**src/rtl/pwm_mmio_core.sv**
```systemverilog
// Multi-channel PWM slot for mmio_sys: prescaler, shared period counter, and per-channel
// double-buffered duty registers that reload only at the period wrap.
module pwm_mmio_core #(
    parameter int W = 6,
    parameter int R = 10
) (
    input  logic          clk,
    input  logic          reset,
    input  logic          cs,
    input  logic          read,
    input  logic          write,
    input  logic [4:0]    addr,
    input  logic [31:0]   wr_data,
    output logic [31:0]   rd_data,
    output logic [W-1:0]  pwm_out
);

    localparam logic [R-1:0] D_MAX = '1;

    logic [31:0]  dvsr;
    logic [31:0]  q_reg;
    logic         en;
    logic [R-1:0] d_reg;
    logic [R:0]   pending_duty [W];
    logic [R:0]   active_duty  [W];

    logic wr_en;
    logic ctrl_wr;
    logic en_next;
    logic tick;
    logic wrap;

    // Reads are purely address-decoded, so the read strobe carries no information here.
    logic unused_read;
    assign unused_read = read;

    assign wr_en   = cs && write;
    assign ctrl_wr = wr_en && (addr == 5'd1);
    assign en_next = ctrl_wr ? wr_data[0] : en;
    assign tick    = en && (q_reg >= dvsr);
    assign wrap    = tick && (d_reg == D_MAX);

    always_ff @(posedge clk) begin
        if (reset) begin
            dvsr <= '0;
            en   <= 1'b0;
            for (int unsigned i = 0; i < W; i++) begin
                pending_duty[i] <= '0;
                active_duty[i]  <= '0;
            end
        end else begin
            if (wr_en && (addr == 5'd0))
                dvsr <= wr_data;
            en <= en_next;
            for (int unsigned i = 0; i < W; i++) begin
                if (wr_en && (addr == 5'(16 + i)))
                    pending_duty[i] <= wr_data[R:0];
                // Non-blocking load picks up the pre-write pending value on a coincident write.
                if (wrap)
                    active_duty[i] <= pending_duty[i];
            end
        end
    end

    always_ff @(posedge clk) begin
        if (reset) begin
            q_reg   <= '0;
            d_reg   <= '0;
            pwm_out <= '0;
        end else if (!en_next) begin
            // Clearing on the disabling edge itself leaves no partial count behind.
            q_reg   <= '0;
            d_reg   <= '0;
            pwm_out <= '0;
        end else begin
            if (tick) begin
                q_reg <= '0;
                d_reg <= d_reg + 1'b1;
            end else if (en) begin
                q_reg <= q_reg + 32'd1;
            end
            for (int unsigned i = 0; i < W; i++)
                pwm_out[i] <= en && ({1'b0, d_reg} < active_duty[i]);
        end
    end

    always_comb begin
        rd_data = '0;
        case (addr)
            5'd0: rd_data = dvsr;
            5'd1: rd_data = {31'b0, en};
            5'd2: rd_data = {{(32 - R){1'b0}}, d_reg};
            default: begin
                for (int unsigned i = 0; i < W; i++)
                    if (addr == 5'(16 + i))
                        rd_data = {{(31 - R){1'b0}}, pending_duty[i]};
            end
        endcase
    end

endmodule

```
**config.mk**
```make
export PLATFORM = sky130hd
export DESIGN_NAME = pwm_mmio_core
export DESIGN_NICKNAME = d
export VERILOG_FILES = /design/src/rtl/pwm_mmio_core.sv
export SDC_FILE = /design/constraint.sdc
export NUM_CORES = 1
export LEC_CHECK = 0
export CORE_ASPECT_RATIO = 0.8
export CORE_MARGIN = 2
export CORE_UTILIZATION = 55
export CTS_CLUSTER_DIAMETER = 80
export CTS_CLUSTER_SIZE = 12
export DETAILED_ROUTE_END_ITERATION = 8
export PLACE_DENSITY = 0.77
export SLEW_MARGIN = 20
export SYNTH_ARGS = -nofsm -noshare
export SYNTH_HDL_FRONTEND = slang
export SYNTH_SLANG_ARGS = --single-unit
```
**constraint.sdc**
```tcl
create_clock -name clk -period 10.09 [get_ports clk]
set_input_delay 2.018 -clock clk [delete_from_list [all_inputs] [get_ports clk]]
set_output_delay 2.018 -clock clk [all_outputs]
set_load 0.05 [all_outputs]
```
**Word level (Yosys, flattened, before mapping)**

Memories as Yosys holds them, arrays and structs flattened.
Cells that the tools add are included.

- Flip-flop bits (word level): 81
- Memory bits (writable): 132
- Input bits: 42
- Output and inout bits: 38
- Memories kept: 2

Memories:

| memory | depth | width | rd ports | clocked after Yosys merged registers in | write ports | RTL line | source |
|---|---|---|---|---|---|---|---|
| active_duty | 6 | 11 | 6 | 0 | 6 | 25 | `logic [R:0] active_duty [W];` |
| pending_duty | 6 | 11 | 6 | 0 | 6 | 24 | `logic [R:0] pending_duty [W];` |

- Add/subtract/negate cells: 2
- $lt $le $gt $ge: 7
- Eq/ne operators: 9
- Muxes and demuxes: 43
- Bitwise logic cells: 13
- Reduce and logical (&&, ||, !) cells: 20

Operators by type and width:

| operator | number |
|---|---|
| 32-bit two-way mux | 5 |
| 11-bit two-way mux | 13 |
| 32-bit case mux with 3 select lines | 1 |
| 10-bit by 11-bit < comparator with 1-bit output | 6 |
| 32-bit by 1-bit adder with 32-bit output, second input constant | 1 |
| 32-bit greater-or-equal comparator | 1 |
| 5-bit == test, second input constant | 6 |
| 1-bit two-way mux | 24 |
| 1-bit logical AND | 17 |
| 1-bit bitwise OR | 12 |
| 10-bit by 1-bit adder with 10-bit output, second input constant | 1 |
| 10-bit == test, second input constant | 1 |
| 5-bit by 1-bit == test with 1-bit output, second input constant | 1 |
| 5-bit by 2-bit == test with 1-bit output, second input constant | 1 |
| 5-bit logical NOT | 1 |
| 3-bit OR reduction | 1 |
| 2-bit OR reduction | 1 |
| 1-bit NOT | 1 |

**Depth between registers and ports, before layout**

- Depth after elaboration: 8
- Gate-level depth with buffers: 11

**Worst setup path before layout**

OpenSTA, ideal clock, no wires.

- Path kind: register to register
- From: register dvsr[9]
- To: memory active_duty[0][0] in the netlist's numbering (enable)
- Setup time: 588 ps
- Arrival: 6711 ps
- Data required time: 9502 ps
- Slack: 2790 ps
- Stages on the path, launching flop included: 9
- Path buffers: 0
- Cells stage by stage: dfxtp_1 > inv_1 > ha_1 > and4_1 > nand2_1 > o41a_1 > a31oi_2 > nor2_2 > o31ai_1

RTL lines:

| what | RTL line | source |
|---|---|---|
| start: declaration | 20 | `logic [31:0] dvsr;` |
| start signal: assignment | 53 | `dvsr <= wr_data;` |
| end: declaration | 25 |  |

**Final worst setup path**

- From: input addr[1]
- To: output rd_data[0]

- Longest elaborated chain between the ends: 8

RTL lines:

| what | RTL line | source |
|---|---|---|
| start: declaration | 12 | `input logic [4:0] addr,` |
| 5-bit == test | 95 | `if (addr == 5'(16 + i))` |
| 11-bit two-way mux | 95 |  |
| 32-bit two-way mux (5 in series) | 95 |  |
| 32-bit case mux with 3 select lines (*) | 89 | `case (addr)` |
| end: declaration | 14 | `output logic [31:0] rd_data,` |

Mark *: on every way between the ends. The rest lies on a longest branch, timed or not.

==> summary.txt <==
Yosys
  • Net Count, Synth: 1235
  • Seq/Total Area, Yosys: 50.4%
  • Post-synth cell types: 50
  • Simple-gate portion of the synthesized area: between 10% and 20%
  • Synthesis warning total: 0
  • Syn_area_per_cell: 10.0 um2
  • Yosys reg bits: between 200 and 250
  • Compound-gate portion of the synthesized area: 9.68%
  • Post-synth top flop: edfxtp_1
  • Number of synthesized flops with an enable pin: 132
  • Multiplexer share of the synthesized area: 1.50%
  • Xor/xnor share of the synthesized area: 3.00%
  • Largest family of logic cells by synthesized area: simple AND/OR/NAND/NOR gates
  • Syn Std Cell Area: 11100 um2
  • Mapped Cells: about 1100
  • FFs w/ async S/R, synth: 0%
  • Share of synthesized cell area in full adder, half adder and majority cells: just under 10%

Timing
  • # setup viols final: 0
  • Final min period: a little under 8 ns
  • Final Hold Vio Count: 0
  • Measured slew at the worst slew-check pin: 1.03 ns
  • RSZ-0062 raised after global routing: false
  • Slew Viols, Final: 0
  • Achievable Freq: around 0.13 GHz
  • TNS Setup: 0 ns
  • Max Clock Skew: 0.0221 ns
  • Rel. slew slack: 31.2%
  • Worst hold margin: 0.454 ns
  • Final cycle utilization of the critical path: 77.4%

Cells and area
  • Non-filler instance count after layout: around 1400
  • Layout area overhead: 14.1%
  • Commonest non-fill, non-tap cell in the layout: and2_1
  • Fill cell count: 1623
  • Share of cells above drive strength 1: 3.99%
  • Net count, final: 1295
  • Commonest non-fill, non-tap cells in the layout: 136 x and2_1, 132 x edfxtp_1, 114 x nand2_1
  • Final Core Density: 63.9%
  • Largest registers: active_duty (66), pending_duty (66)

Pwr
  • Final Power: 0.00178 W
  • Max VDD drop: about 0.12 mV
  • P_leak: ~4.8 nW
  • Pwr dens: 141 nW/um2

Die
  • # IOs: 80
  • DIE HEIGHT: 131 um
  • Die area: 21300 um2
  • Core Rows: 46
  • Initial core utilization: 56.0%
  • Die W: 163 um
  • Area of the core: 19800 um2

Clock network
  • Total CTS buffers: 21
  • Root buffer cell: clkbuf_16
  • # hold bufs at CTS: 0
  • Clock-pin slew on the worst setup and hold paths: approximately 0.06 ns
  • CTS Buffer Depth: 3
  • Postcts setup bufs: 0
  • Post-cts sizing count: 0
  • CTS Sinks: 213
  • TritonCTS clock tree: built
  • Clk_lat worst skew: roughly 0.5 ns
  • H-tree Lvls: 1

Global routing
  • Vias in the first global route: 7525
  • Largest net degree at the start of global routing: 67
  • Overflow after GRT: 0
  • Initial antenna violation count: 0
  • Total track usage: between 20% and 30%
  • First-pass GRT wire length: just over 40 mm

Critical path
  • Buffers and inverters on the worst path: 3
  • Crit-path slowest cell: clkdlybuf4s50_1
  • Largest fanout on the critical path: 23
  • CP delay by family, top: buffers and inverters
  • Crit end category: primary output
  • CP required: 8.07 ns
  • Critical Path AT: around 5.8 ns
  • Startpoint Class: input pin
  • Crit Path Class: input pin to primary output
  • CP Cell Sequence: clkdlybuf4s50_1 -> buf_4 -> nor2_1 -> and3_1 -> a221oi_1 -> a21oi_1 -> a21oi_1 -> a32oi_1 -> clkdlybuf4s50_1
  • Crit path largest cell delay: 0.90 ns

Placement
  • Hpwl dp: 18.6 mm
  • Dpl cells: 1406
  • Port bufs: 78
  • Final GP Congestion: 0.863

Status
  • Outcome: finished, final reports clean

Hold path
  • Min-delay worst type: register to register

Route
  • DR DRC count: 0
  • Vias per cell: 5.68
  • DRT iter0 DRCs: 705
  • Drt total wl: 26.2 mm
  • DR vias: between 8000 and 9000
  • Drt first pass iters: 5
  • Final ANT Viol Nets: 0
  • WL per Instance: approximately 18 um

Job
  • Max_cap viols: 0
-- path summary, 6_finish.rpt --
check                        start                               end  slack (ns)  depth (start not counted)
max                        addr[1]                        rd_data[0]        2.28                          9
min          dvsr[27]$_SDFFE_PP0P_             dvsr[27]$_SDFFE_PP0P_        0.45                          2
max reg2reg  dvsr[30]$_SDFFE_PP0P_  active_duty[2][10]$_SDFFCE_PN0P_        6.63                          9
min reg2reg  dvsr[27]$_SDFFE_PP0P_             dvsr[27]$_SDFFE_PP0P_        0.45                          2
-- cell families (layout without fill, tap and decap cells) --
logic type / after synthesis / after routing
compound gates: 166 / 166
xor+xnor: 38 / 38
fa+ha+maj: 88 / 88
buf+inv: 154 / 226
flops: 213 / 213
mux: 15 / 15
other cells: 0 / 1
simple gates: 431 / 431
-- final cells by class --
type                       instances  area (um2)  share of cell area (%)
inverter                         102         383                    3.03
antenna                            1        2.50                  0.0198
multi-input combinational        738        4910                    38.8
tap                              264         330                    2.61
sequential                       213        5590                    44.1
clock buffer                      33         571                    4.51
clock inverter                     2        13.8                   0.109
timing repair buffer              89         858                    6.78
-- metrics by stage --
stage | worst slack (ns) | area [um2]
2_1_floorplan | 2.79 | 11100
3_3_place_gp | 2.48 | 12100
5_1_grt | 2.13 | 12600
4_1_cts | 2.39 | 12600
6_report | 2.28 | 12700
3_5_place_dp | 2.38 | 12100
-- worst register-to-register path: cells and delay by family (launching register included) --
| family | cells | cell delay, ns |
|---|---|---|
| AOI/OAI and AO/OA | 3 | 0.92 |
| adders and majority gates | 1 | 0.31 |
| buffers and inverters | 2 | 0.77 |
| DFF | 1 | 0.33 |
| and+or+nand+nor | 3 | 0.71 |
-- layer usage --
metal  track usage [%]  routed length (um)  part of all wire [%]  vias up
met1              36.1               12000                    46     3863
met3              4.45                2190                   8.4       46
met4              6.61                 596                   2.3        0
met2              38.9               11400                    44      330
met5                 0                   0                     0        -
li1                  -                   -                     -     3958
-- cell usage after synthesis (all sizes together) (3+ instances only) --
library cell	count	area, um2
o2bb2ai	7	61.3
o2111ai	3	26.3
o211ai	5	37.5
and3	11	68.8
o21ai	28	140
buf	11	80.1
xnor2	10	87.6
mux2	3	33.8
nand2b	7	43.8
edfxtp	132	3960
ha	88	1100
nand2	115	432
a32oi	7	61.3
dfxtp	81	1620
a2111oi	8	70.1
nor2b	6	37.5
a21oi	63	315
nor2	77	292
nor3	6	30.0
clkbuf	41	154
and4	5	43.8
nor4	23	159
mux2i	11	110
a221oi	14	123
and2	136	851
o22ai	6	37.5
xor2	28	245
nand3	28	140
o21a	6	45.0
a22oi	10	75.1
nand4	10	62.6
inv	101	379
-- power breakdown --
| part | internal, W | switching (W) | leakage (nW) |
|---|---|---|---|
| clock network | 0.000387 | 0.000325 | 0.281 |
| logic | 0.0000382 | 0.0000689 | 2.62 |
| registers | 0.000951 | 0.0000128 | 1.91 |
(Power assumes the default switching activity.)
